--- config.mk ---
export PLATFORM = sky130hd
export DESIGN_NAME = sram_rw0_march_bist
export DESIGN_NICKNAME = d
export VERILOG_FILES = /design/src/rtl/sram_rw0_march_bist.sv
export SDC_FILE = /design/constraint.sdc
export NUM_CORES = 1
export LEC_CHECK = 0
export CAP_MARGIN = 30
export CORE_MARGIN = 5
export CORE_UTILIZATION = 48
export DETAILED_ROUTE_END_ITERATION = 10
export PLACE_DENSITY_LB_ADDON = 0.25
export SYNTH_ARGS = -nofsm -noshare
export SYNTH_HDL_FRONTEND = slang
export SYNTH_SLANG_ARGS = --single-unit
--- constraint.sdc ---
create_clock -name clock -period 2.85 [get_ports clock]
set_input_delay 0.855 -clock clock [delete_from_list [all_inputs] [get_ports clock]]
set_output_delay 0.855 -clock clock [all_outputs]
set_load 0.03 [all_outputs]
--- src/rtl/sram_rw0_march_bist.sv ---
// March C- built-in self-test for a single-port RW0 SRAM macro.
// Runs E0 up(w0); E1 up(r0,w1); E2 up(r1,w0); E3 down(r0,w1); E4 down(r1,w0); E5 up(r0)
// and reports the first mismatching read. While idle the functional request
// port passes straight through to the macro.
// Optional feature macro: SRAM_MARCH_FAILCNT_EN -- when defined the run never
// stops early and a saturating mismatch counter (fail_cnt) is provided.
// Handshake: start is a one-cycle request accepted only in IDLE or DONE;
// busy high means the macro port belongs to the test and f_en is dropped.
module sram_rw0_march_bist #(
    parameter int ADDR_W = 10,
    parameter int DATA_W = 8
) (
    input  logic              clock,
    input  logic              reset_n,
    input  logic              start,
    output logic              busy,
    output logic              done,
    output logic              fail,
    output logic [2:0]        fail_elem,
    output logic [ADDR_W-1:0] fail_addr,
    output logic [DATA_W-1:0] fail_data,
`ifdef SRAM_MARCH_FAILCNT_EN
    output logic [15:0]       fail_cnt,
`endif
    input  logic [ADDR_W-1:0] f_addr,
    input  logic              f_en,
    input  logic              f_wmode,
    input  logic              f_wmask,
    input  logic [DATA_W-1:0] f_wdata,
    output logic [DATA_W-1:0] f_rdata,
    output logic [ADDR_W-1:0] RW0_addr,
    output logic              RW0_en,
    output logic              RW0_wmode,
    output logic              RW0_wmask,
    output logic [DATA_W-1:0] RW0_wdata,
    input  logic [DATA_W-1:0] RW0_rdata
);

    typedef enum logic [1:0] {S_IDLE, S_RUN, S_DRAIN, S_DONE} state_t;

    localparam logic [ADDR_W-1:0] ADDR_MAX = '1;
    localparam logic [ADDR_W-1:0] ADDR_ONE = {{(ADDR_W-1){1'b0}}, 1'b1};
    localparam logic [DATA_W-1:0] ONES     = '1;
    localparam logic [DATA_W-1:0] ZEROS    = '0;

    state_t              state_q;
    logic                busy_q, done_q, fail_q;
    logic [2:0]          fail_elem_q;
    logic [ADDR_W-1:0]   fail_addr_q;
    logic [DATA_W-1:0]   fail_data_q;
    logic [2:0]          elem_q;
    logic [ADDR_W-1:0]   addr_q;
    logic                phase_q;      // 0: read half, 1: write half of a read-modify element
    logic                chk_valid_q;  // a read was issued last cycle and is compared now
    logic [DATA_W-1:0]   chk_exp_q;
    logic [ADDR_W-1:0]   chk_addr_q;
    logic [2:0]          chk_elem_q;
`ifdef SRAM_MARCH_FAILCNT_EN
    logic [15:0]         fail_cnt_q;
`endif

    logic                rm_elem, op_read, op_write, down_elem, last_addr, step;
    logic                mismatch, halt, bist_en;
    logic [ADDR_W-1:0]   next_elem_addr;
    logic [DATA_W-1:0]   bist_wdata, read_exp;

    // Decode the current march operation and the compare of last cycle's read.
    always_comb begin
        rm_elem        = (elem_q != 3'd0) && (elem_q != 3'd5);
        op_read        = (elem_q == 3'd5) || (rm_elem && !phase_q);
        op_write       = (elem_q == 3'd0) || (rm_elem && phase_q);
        down_elem      = (elem_q == 3'd3) || (elem_q == 3'd4);
        last_addr      = down_elem ? (addr_q == '0) : (addr_q == ADDR_MAX);
        step           = !rm_elem || phase_q;
        next_elem_addr = ((elem_q == 3'd2) || (elem_q == 3'd3)) ? ADDR_MAX : '0;
        // Odd elements write ones and read zeros; even elements the opposite.
        bist_wdata     = elem_q[0] ? ONES : ZEROS;
        read_exp       = elem_q[0] ? ZEROS : ONES;
        mismatch       = chk_valid_q && (RW0_rdata != chk_exp_q);
`ifdef SRAM_MARCH_FAILCNT_EN
        halt           = 1'b0;
`else
        halt           = mismatch;
`endif
        // A detected mismatch suppresses the write that would share its cycle.
        bist_en        = (state_q == S_RUN) && (op_read || (op_write && !halt));
    end

    // Macro port mux: the test owns the port whenever busy is high.
    assign RW0_addr  = busy_q ? addr_q     : f_addr;
    assign RW0_en    = busy_q ? bist_en    : f_en;
    assign RW0_wmode = busy_q ? op_write   : f_wmode;
    assign RW0_wmask = busy_q ? 1'b1       : f_wmask;
    assign RW0_wdata = busy_q ? bist_wdata : f_wdata;
    assign f_rdata   = RW0_rdata;

    assign busy      = busy_q;
    assign done      = done_q;
    assign fail      = fail_q;
    assign fail_elem = fail_elem_q;
    assign fail_addr = fail_addr_q;
    assign fail_data = fail_data_q;
`ifdef SRAM_MARCH_FAILCNT_EN
    assign fail_cnt  = fail_cnt_q;
`endif

    // Test sequencer: element/address counters, compare pipeline and result latches.
    always_ff @(posedge clock) begin
        if (!reset_n) begin
            state_q     <= S_IDLE;
            busy_q      <= 1'b0;
            done_q      <= 1'b0;
            fail_q      <= 1'b0;
            fail_elem_q <= '0;
            fail_addr_q <= '0;
            fail_data_q <= '0;
            elem_q      <= '0;
            addr_q      <= '0;
            phase_q     <= 1'b0;
            chk_valid_q <= 1'b0;
            chk_exp_q   <= '0;
            chk_addr_q  <= '0;
            chk_elem_q  <= '0;
`ifdef SRAM_MARCH_FAILCNT_EN
            fail_cnt_q  <= '0;
`endif
        end else begin
            if ((state_q == S_RUN || state_q == S_DRAIN) && mismatch) begin
                if (!fail_q) begin
                    fail_q      <= 1'b1;
                    fail_elem_q <= chk_elem_q;
                    fail_addr_q <= chk_addr_q;
                    fail_data_q <= RW0_rdata;
                end
`ifdef SRAM_MARCH_FAILCNT_EN
                if (fail_cnt_q != 16'hFFFF) fail_cnt_q <= fail_cnt_q + 16'd1;
`endif
            end
            case (state_q)
                S_IDLE, S_DONE: begin
                    if (start) begin
                        state_q     <= S_RUN;
                        busy_q      <= 1'b1;
                        done_q      <= 1'b0;
                        fail_q      <= 1'b0;
                        fail_elem_q <= '0;
                        fail_addr_q <= '0;
                        fail_data_q <= '0;
                        elem_q      <= '0;
                        addr_q      <= '0;
                        phase_q     <= 1'b0;
                        chk_valid_q <= 1'b0;
`ifdef SRAM_MARCH_FAILCNT_EN
                        fail_cnt_q  <= '0;
`endif
                    end
                end
                S_RUN: begin
                    chk_valid_q <= op_read;
                    chk_exp_q   <= read_exp;
                    chk_addr_q  <= addr_q;
                    chk_elem_q  <= elem_q;
                    if (halt) begin
                        state_q     <= S_DONE;
                        busy_q      <= 1'b0;
                        done_q      <= 1'b1;
                        chk_valid_q <= 1'b0;
                    end else begin
                        if (rm_elem) phase_q <= ~phase_q;
                        if (step) begin
                            if (last_addr) begin
                                if (elem_q == 3'd5) begin
                                    state_q <= S_DRAIN;
                                end else begin
                                    elem_q <= elem_q + 3'd1;
                                    addr_q <= next_elem_addr;
                                end
                            end else begin
                                addr_q <= down_elem ? (addr_q - ADDR_ONE) : (addr_q + ADDR_ONE);
                            end
                        end
                    end
                end
                S_DRAIN: begin
                    state_q     <= S_DONE;
                    busy_q      <= 1'b0;
                    done_q      <= 1'b1;
                    chk_valid_q <= 1'b0;
                end
                default: state_q <= S_IDLE;
            endcase
        end
    end

endmodule

==> run_results.csv, run 1 <==
group,metric,value,unit
min_path,hold_class,"register to register",
global_route,grt_first_pass_wirelength,13660,um
placement,hpwl,5908,um
floorplanning,initial_core_util,48.81,%
synthesis,ys_ff_latch,55,
sta,setup_tns,-0.01083,ns
synthesis,synth_area,3082,um2
synthesis,ys_top_cells_by_area,"dfxtp_1 36%, mux2i_1 13%, nor2_1 6.5%",
sta,setup_viol,1,
sta,slew_violations,0,
critical_path,cpMaxStageDelayCell,"or4_4",
critical_path,startpoint_type,"input pin",
run_status,status,"finished, violations left",
sta,finalWorstSetupSlack,-0.01083,ns
clock_network,h-tree-depth,2,
clock_network,cts.sinks,55,
run_status,violations,"negative setup slack",
power,ir_drop,0.5334,mV
power,power_density,547.1,nW/um2
synthesis,ys_types,55,
critical_path,crit_required,2.00,ns
sta,timing.final.crit_share,100.4,%
final_layout,antenna_cells,0,
critical_path,cp_cell_sequence,"buf_6, nand2_2, or4_4, nand4_1, nand3_1, o21ai_1, buf_4",
sta,worst_slew_pin_slew,0.6072,ns
synthesis,ys_warn_count,0,
clock_network,cts_tree,"done",
critical_path,cp-end-kind,"primary output",
routing,routed_wl,8393,um
synthesis,synth_top_area_share,35.73,%
synthesis,avgSynthCellArea,8.780,um2
routing,via_per_inst,5.457,
final_layout,drive_above_1_share,27.21,%
final_layout,multi_input_area,1863,um2
final_layout,fillers,512,
routing,drc,0,
routing,ant_nets,0,
sta,rsz0062_at_grt,"true",
critical_path,crit_arrival,2.01,ns
synthesis,ys.flop_type,"dfxtp_1",
global_route,antenna_found_initial,0,
critical_path,r2r_cells,10,
placement,post-place-ws,-0.4847,ns
global_route,grt_max_degree,24,
final_layout,final_net_count,508,
power,p_leak,1.714,nW
critical_path,crit_type,"input pin to primary output",
routing,first_iter_violations,164,
synthesis,synth_top_cell_by_area,"dfxtp_1",
run,max_cap_violations,0,
sta,slew_headroom,59.39,%
synthesis,syn_inst,351,
clock_network,clkLatencyLatePin,0.31,ns
critical_path,path_buf_inv,2,
final_layout,area_growth,40.60,%
final_layout,seqCellArea,1104,um2
critical_path,cpPeakStageDelay,0.55,ns
global_route,grt_overflow_total,0,
min_path,min_path_cells,2,
routing,drt_pre_antenna_iters,4,
clock_network,ctsLongestPathBuffers,2,
global_route,grt.total_usage,19.69,%
critical_path,cp.depth,7,
sta,hold_ws,0.4966,ns
critical_path,path_delay_family,"simple AND/OR/NAND/NOR gates",
routing,wl_per_cell,15.54,um
floorplanning,core,6314,um2
clock_network,cts_inserted_buffers,5,
clock_network,clkTransAtPathRegs,0.10,ns
floorplanning,die_area,8123,um2
global_route,grt_pass1_vias,2808,
sta,hold_viol,0,
floorplanning,fp.dieW,90.13,um
floorplanning,num_rows,29,
synthesis,syn_nets,397,
clock_network,root_buffer,"clkbuf_8",
routing,num_vias,2947,
critical_path,crit_fanout,2,
synthesis,async_reset_ff_share,0,%
synthesis,yosysSeqAreaShare,35.73,%
sta,layout_min_cycle_time,2.861,ns
sta,max_freq,349.5,MHz
floorplanning,die_h,90.13,um
sta,finClkSkew,0.009332,ns
placement,routabilityCongestion,0.7875,
power,power,2.370,mW
synthesis,synth-edff-count,0,
floorplanning,io_pins,85,
placement,port_buffers,84,
-- cell type report --
| type | count | area share [%] |
|---|---|---|
| inverter | 19 | 1.646 |
| timing repair buffer | 127 | 25.38 |
| clock inverter | 2 | 0.3754 |
| sequential | 55 | 25.47 |
| multi-input combinational | 254 | 43.00 |
| tap | 77 | 2.224 |
| clock buffer | 6 | 1.906 |
-- placed cells by master (no fill, tap or decap), types with 3 or more instances in the layout --
cell             Yosys  layout
nand2_1             30      27
a21oi_1             11      10
o21ai_0             23      18
xnor2_1              4       4
o21ai_1              0       5
dfxtp_1             55      53
nand3_1              7       5
mux2_2              11      12
nor2_1              53      53
inv_1               19      19
buf_4                8      71
buf_2                4       3
ha_1                13      10
clkbuf_8             0       6
nand4_1              6       6
clkdlybuf4s50_1      0      47
mux2i_1             39      39
nor3_1               7       5
a22o_1               3       3
-- layer usage --
layer,vias up,track usage (%),part of all wire [%]
met5,-,0,0
met4,0,4.342,1.4
met2,61,35.06,53
met1,1427,23.80,41
li1,1445,-,-
met3,14,4.841,4.0
-- Yosys cell counts, types with 2 or more instances --
cell,instances
buf_2,4
dfxtp_1,55
a211oi_1,2
nor2b_1,2
buf_6,3
or2b_1,2
xor2_1,2
nor2_1,53
nand3_1,7
o21ai_0,23
a21oi_1,11
mux2i_1,39
inv_1,19
nand2b_1,2
ha_1,13
buf_4,8
mux2_2,11
o21a_1,2
clkbuf_1,9
or4_4,2
nand4_1,6
nor4_1,2
nand2_1,30
a22o_1,3
a21o_1,2
xnor2_1,4
nor3_1,7
-- per-stage QoR --
stage          cell area, um2  std cells  util [%]
2_1_floorplan            3082        351         -
3_3_place_gp             4029        516     63.81
3_5_place_dp             4029        516     63.81
4_1_cts                  4204        532     66.59
5_1_grt                  4333        540     68.63
6_report                 4333        540     68.63
-- state kept, by name (all words and copies together), names as in the netlist --
signal	flops
fail_elem	3
chk_elem_q	3
phase_q	1
busy	1
elem_q	3
addr_q	10
state_q	2
chk_exp_q	1
fail_addr	10
chk_addr_q	10
done	1
fail	1
fail_data	8
chk_valid_q	1
-- tightest hold or removal path: stages, from the launching register on --
cell     delay, ns
dfxtp_1       0.33
mux2i_1       0.06
nor2_1        0.07
-- final timing paths --
check,startpoint,end,slack [ns]
worst max-delay path,RW0_rdata[6],RW0_en,-0.01
worst min-delay path,fail_elem[0],fail_elem[0],0.50
worst max register to register,elem_q[1],addr_q[8],0.10
worst min register to register,fail_elem[0],fail_elem[0],0.50
-- kinds of logic after synthesis --
kind of cell	share of synthesized area, %
multiplexers	17.54
flip-flops	35.73
adder cells (fa/ha/maj)	5.928
buffers and inverters	7.105
AND/OR/NAND/NOR	18.19
XOR/XNOR	1.705
AO/OA/AOI/OAI	13.81
-- report_power, final --
part	switching [mW]	leakage, nW	internal [mW]	total [mW]
Clock	0.267	0.0474	0.199	0.466
Sequential	0.0423	0.445	0.808	0.851
Combinational	0.613	1.22	0.441	1.05
-- repair_timing --
item / CTS / global route
buffers inserted: 8 / 7
cloned: 0 / 1
endpoints found under the setup margin: 3 / 3
hold buffers: 0 / 0
gates resized for setup: 42 / 22
pin swaps: 8 / 7
No activity file was read; power rests on OpenSTA's default activity.
==> run 2, diff against run 1 <==
--- a/config.mk
+++ b/config.mk
@@ -6,10 +6,12 @@
 export NUM_CORES = 1
 export LEC_CHECK = 0
 export CAP_MARGIN = 30
+export CORE_ASPECT_RATIO = 0.9
 export CORE_MARGIN = 5
 export CORE_UTILIZATION = 48
 export DETAILED_ROUTE_END_ITERATION = 10
 export PLACE_DENSITY_LB_ADDON = 0.25
+export SLEW_MARGIN = 20
 export SYNTH_ARGS = -nofsm -noshare
 export SYNTH_HDL_FRONTEND = slang
 export SYNTH_SLANG_ARGS = --single-unit
==> run 2 against run 1 <==
  * The flow still finishes with violations (negative setup slack)
  * Via count shrank 0.92%
  * Final cell count is 1.5% higher
  * Largest cell class unchanged
  * Critical endpoint unchanged
  * Fmax is 1.5% lower
  * Count of clock-buffer cells in the layout shrank 1
  * Sequential power increased by 0.6%
  * Highest routed layer unchanged
  * Routed wire length up 0.18%
  * First-iteration DRC count down 9.8%
  * Worst setup slack worse by 0.043 ns
  * Die area about the same
==> run_results.csv, run 2 (synthesis results as in run 1) <==
group,metric,value,unit
final_layout,antenna_cells,0,
routing,ant_nets,0,
clock_network,cts.sinks,55,
min_path,hold_start,"fail_elem[2]",
clock_network,cts_tree,"done",
power,power_density,554.2,nW/um2
sta,finClkSkew,0.01307,ns
critical_path,r2r_end,"addr_q[9]",
floorplanning,io_pins,85,
power,p_int,1.444,mW
min_path,whs_endpoint,"fail_elem[2]",
global_route,grt_first_pass_wirelength,13300,um
sta,timing.final.crit_share,101.9,%
global_route,grt_max_degree,23,
power,p_clk_share,19.9,%
sta,slew_violations,0,
final_layout,final_net_count,506,
floorplanning,die_area,8125,um2
sta,hold_viol,0,
critical_path,startpoint_type,"input pin",
sta,max_freq,344.4,MHz
run_status,status,"finished, violations left",
critical_path,rrSetupSlack,0.15,ns
routing,num_vias,2920,
final_layout,stdcell_count,548,
placement,port_buffers,84,
global_route,grt_pass1_vias,2820,
power,seq_power_share,35.7,%
critical_path,r2r_cells,11,
sta,layout_min_cycle_time,2.904,ns
sta,setup_tns,-0.05386,ns
sta,setup_viol,1,
placement,dp.cells,523,
placement,post-place-ws,-0.5058,ns
routing,drc,0,
power,comb_power_share,44.5,%
min_path,min_path_cells,2,
routing,routed_wl,8408,um
sta,slew_headroom,61.46,%
placement,hpwl,5881,um
final_layout,area_growth,40.48,%
critical_path,r2r-start,"elem_q[1]",
power,ir_drop,0.3792,mV
global_route,grt_overflow_total,0,
placement,routabilityCongestion,0.8550,
clock_network,cts_inserted_buffers,5,
power,switching_share,39.80,%
critical_path,crit_required,2.00,ns
critical_path,crit_type,"input pin to primary output",
clock_network,clkLatencyLatePin,0.33,ns
run,max_cap_violations,0,
power,power,2.399,mW
floorplanning,core,6182,um2
critical_path,crit_arrival,2.05,ns
min_path,hold_class,"register to register",
global_route,antenna_found_initial,0,
floorplanning,die_h,86.02,um
clock_network,clkTransAtPathRegs,0.12,ns
clock_network,root_buffer,"clkbuf_8",
sta,rsz0062_at_grt,"true",
final_layout,final_common_cell,"buf_4",
critical_path,crit_fanout,3,
sta,finalWorstSetupSlack,-0.05386,ns
final_layout,mostFrequentLayoutCells,"65 x buf_4, 54 x dfxtp_1, 53 x nor2_1, 47 x clkdlybuf4s50_1, 39 x mux2i_1",
final_layout,final_util,70.03,%
floorplanning,fp.dieW,94.46,um
critical_path,cp-end-kind,"primary output",
sta,worst_slew_pin_slew,0.5763,ns
routing,via_per_inst,5.328,
clock_network,h-tree-depth,2,
routing,drt_pre_antenna_iters,5,
final_layout,fillers,481,
power,p_leak,1.721,nW
clock_network,ctsLongestPathBuffers,2,
final_layout,drive_above_1_share,26.25,%
floorplanning,num_rows,27,
run_status,violations,"negative setup slack",
power,p_sw,0.9549,mW
global_route,grt.total_usage,20.29,%
routing,first_iter_violations,148,
routing,wl_per_cell,15.34,um
floorplanning,initial_core_util,49.85,%
-- run 2: power by group through the flow --
stage	Clock, mW	Sequential, mW	Combinational (mW)
final	0.477	0.856	1.07
after detailed placement	0	0.866	1.02
after global routing	0.517	0.862	1.15
after CTS	0.486	0.850	1.04
after floorplan	0	0.875	0.666
after global placement	0	0.865	1.01
-- run 2: through the flow --
step	hold slack, ns	instance area, um2
global placement	0.4779	4019
floorplan	0.4601	3082
detailed placement	0.4817	4019
CTS	0.5117	4217
global route	0.5360	4329
finish	0.5029	4329
-- run 2: per-layer routing --
layer  track usage, %  share of wire [%]  up-vias
li1                 -                  -     1440
met1            26.00                 42     1358
met2            33.18                 48      107
met3            5.088                7.9       15
met4            6.946                2.0        0
met5                0                  0        -
-- run 2: worst max path at each step --
stage	to	startpoint	slack [ns]	cells past startpoint
CTS	RW0_en	RW0_rdata[2]	-0.06	7
global placement	RW0_en	RW0_rdata[7]	-0.46	7
finish	RW0_en	RW0_rdata[3]	-0.05	8
floorplan	RW0_en	RW0_rdata[4]	0.05	5
global route	RW0_en	RW0_rdata[3]	-0.15	8
detailed placement	RW0_en	RW0_rdata[3]	-0.51	8
-- run 2: cell type report --
cell class	count	area, um2	share of cell area (%)
clock inverters	3	28.78	0.6647
inverters	19	71.32	1.647
repair buffers	125	1106	25.55
well taps	87	108.9	2.514
multi-input cells	254	1843	42.57
clock buffers	5	68.82	1.590
flip-flops and latches	55	1102	25.46
-- run 2: worst max-delay path: stages --
cell,delay (ns)
buf_2,0.12
buf_6,0.12
nor4_4,0.33
nand3_2,0.13
nand4_1,0.11
nand3_1,0.10
o21ai_1,0.10
buf_4,0.17
-- run 2: repair_timing --
item / 4_1_cts / 5_1_grt
setup buffers: 11 / 5
gates cloned: 0 / 1
gates resized for setup: 42 / 22
endpoints found under the setup margin: 2 / 11
hold buffers: 0 / 0
pin swaps: 8 / 10
==> run 3, diff against run 2 <==
--- a/config.mk
+++ b/config.mk
@@ -11,6 +11,7 @@
 export CORE_UTILIZATION = 48
 export DETAILED_ROUTE_END_ITERATION = 10
 export PLACE_DENSITY_LB_ADDON = 0.25
+export RECOVER_POWER = 100
 export SLEW_MARGIN = 20
 export SYNTH_ARGS = -nofsm -noshare
 export SYNTH_HDL_FRONTEND = slang
==> run 3 against run 2 <==
  * The run still ends with negative setup slack left
  * Total power is 0.32% lower
  * Final cell count is the same
  * Highest routed layer unchanged
  * Via count stayed put
  * Count of clock-buffer cells in the layout did not move
  * Sequential share of layout area rose by 0.22 points
  * Critical path type unchanged
  * Worst setup slack lost 0.0049 ns
  * Sequential power about the same
  * Critical path depth is the same
  * Routed wire length fell by 0.11%
  * Combinational power is essentially flat
  * Hold slack improved by 0.00053 ns
  * Cell area decreased by 0.87%
==> run_results.csv, run 3 (synthesis results as in run 1) <==
group,metric,value,unit
floorplanning,core,6182,um2
final_layout,mostFrequentLayoutCells,"55 x buf_4, 54 x dfxtp_1, 53 x nor2_1, 46 x clkdlybuf4s50_1, 39 x mux2i_1",
final_layout,final_net_count,506,
sta,setup_tns,-0.05881,ns
global_route,antenna_found_initial,0,
floorplanning,die_h,86.02,um
final_layout,area_growth,39.26,%
placement,hpwl,5881,um
sta,finalWorstSetupSlack,-0.05881,ns
final_layout,antenna_cells,0,
critical_path,startpoint,"RW0_rdata[3]",
placement,dpl_cell_area,4019,um2
sta,max_freq,343.8,MHz
placement,port_buffers,84,
clock_network,cts_tree,"done",
global_route,grt_overflow_total,0,
sta,rsz0062_at_grt,"true",
sta,slew_violations,0,
sta,finClkSkew,0.01449,ns
power,p_int,1.436,mW
placement,routabilityCongestion,0.8550,
sta,setup_viol,1,
clock_network,h-tree-depth,2,
floorplanning,die_area,8125,um2
clock_network,ctsLongestPathBuffers,2,
floorplanning,fp.dieW,94.46,um
critical_path,cp.depth,8,
critical_path,path_delay_family,"simple AND/OR/NAND/NOR gates",
global_route,grt.total_usage,20.29,%
final_layout,final_common_cell,"buf_4",
critical_path,cp-end-kind,"primary output",
floorplanning,initial_core_util,49.85,%
critical_path,r2r_cells,11,
routing,routed_wl,8399,um
critical_path,path_buf_inv,3,
power,p_clk_share,19.9,%
power,switching_share,39.97,%
power,power,2.392,mW
routing,via_per_inst,5.328,
min_path,hold_class,"register to register",
final_layout,multi_input_area,1843,um2
power,comb_power_share,44.3,%
routing,wl_per_cell,15.33,um
power,p_leak,1.685,nW
sta,timing.final.crit_share,102.1,%
placement,post-place-ws,-0.5058,ns
floorplanning,num_rows,27,
critical_path,crit_fanout,3,
critical_path,r2r-start,"elem_q[1]",
final_layout,final_area,4292,um2
sta,worst_slew_pin_slew,1.013,ns
run_status,status,"finished, violations left",
critical_path,crit_arrival,2.05,ns
sta,slew_headroom,32.50,%
routing,ant_nets,0,
critical_path,cpMaxStageDelayCell,"nor4_4",
run,max_cap_violations,0,
critical_path,cp_cell_sequence,"buf_2, buf_6, nor4_4, nand3_2, nand4_1, nand3_1, o21ai_1, buf_4",
critical_path,cpPeakStageDelay,0.33,ns
floorplanning,io_pins,85,
critical_path,crit_required,2.00,ns
global_route,grt_max_degree,23,
routing,drt_pre_antenna_iters,4,
final_layout,seqCellArea,1102,um2
clock_network,clkTransAtPathRegs,0.12,ns
power,p_sw,0.9560,mW
clock_network,cts_inserted_buffers,5,
power,ir_drop,0.3788,mV
sta,layout_min_cycle_time,2.909,ns
sta,hold_viol,0,
routing,num_vias,2920,
routing,first_iter_violations,157,
clock_network,cts.hold.buffers_added,0,
run_status,violations,"negative setup slack",
critical_path,rrSetupSlack,0.14,ns
critical_path,r2r_end,"addr_q[9]",
routing,drc,0,
critical_path,startpoint_type,"input pin",
power,seq_power_share,35.8,%
final_layout,drive_above_1_share,24.08,%
clock_network,clkLatencyLatePin,0.33,ns
final_layout,fillers,490,
global_route,grt_pass1_vias,2820,
critical_path,crit_type,"input pin to primary output",
clock_network,root_buffer,"clkbuf_8",
global_route,grt_first_pass_wirelength,13300,um
clock_network,cts.sinks,55,
critical_path,endpoint,"RW0_en",
power,power_density,557.3,nW/um2
[run 3: cell count changes in the layout (fill, tap and decap cells not counted)]
cell / previous run / this run
buf_4: 65 / 55
dlygate4sd3_1: 0 / 1
clkdlybuf4s50_1: 47 / 46
clkbuf_1: 0 / 10
[run 3: routing by layer]
metal	wire (um)	GRT usage [%]
met4	163	6.946
met5	0	0
met2	4006	33.18
met3	725	5.088
met1	3503	26.00
[run 3: repair_timing]
| action | CTS | global route |
|---|---|---|
| setup endpoints to repair | 2 | 11 |
| gates resized for setup | 42 | 22 |
| cloned | 0 | 1 |
| pin swaps | 8 | 10 |
| setup buffers | 11 | 5 |
[run 3: power by group through the flow]
stage          Combinational [mW]  Sequential, mW  Clock, mW
5_1_grt                      1.14           0.862      0.517
6_report                     1.06           0.855      0.477
3_3_place_gp                 1.01           0.865          0
2_1_floorplan               0.666           0.875          0
4_1_cts                      1.04           0.850      0.486
3_5_place_dp                 1.02           0.866          0
[run 3: worst min path at each step]
| stage | start | endpoint | slack [ns] | cells after the start |
|---|---|---|---|---|
| floorplan | chk_addr_q[0] | chk_addr_q[0] | 0.46 | 2 |
| global placement | fail_elem[1] | fail_elem[1] | 0.48 | 2 |
| detailed placement | fail_addr[7] | fail_addr[7] | 0.48 | 2 |
| CTS | fail_data[3] | fail_data[3] | 0.51 | 2 |
| global route | fail_data[3] | fail_data[3] | 0.54 | 2 |
| finish | fail_elem[2] | fail_elem[2] | 0.50 | 2 |
[run 3: stage by stage]
step / util [%] / cells / hold slack [ns]
finish: 69.42 / 548 / 0.5034
floorplan: - / 351 / 0.4601
detailed placement: 65.01 / 523 / 0.4817
CTS: 68.20 / 542 / 0.5117
global placement: 65.01 / 523 / 0.4779
global route: 69.42 / 548 / 0.5360
[run 3: cell type report]
| type | count | share of cell area, % |
|---|---|---|
| clock buffers | 5 | 1.603 |
| clock inverters | 3 | 0.6706 |
| inverters | 19 | 1.662 |
| multi-input cells | 254 | 42.94 |
| flip-flops and latches | 55 | 25.69 |
| well taps | 87 | 2.536 |
| repair buffers | 125 | 24.90 |
[run 3: tightest hold or removal path, stage by stage, from the launching register on]
cell	delay, ns
dfxtp_1	0.34
mux2i_1	0.06
nor2_1	0.07
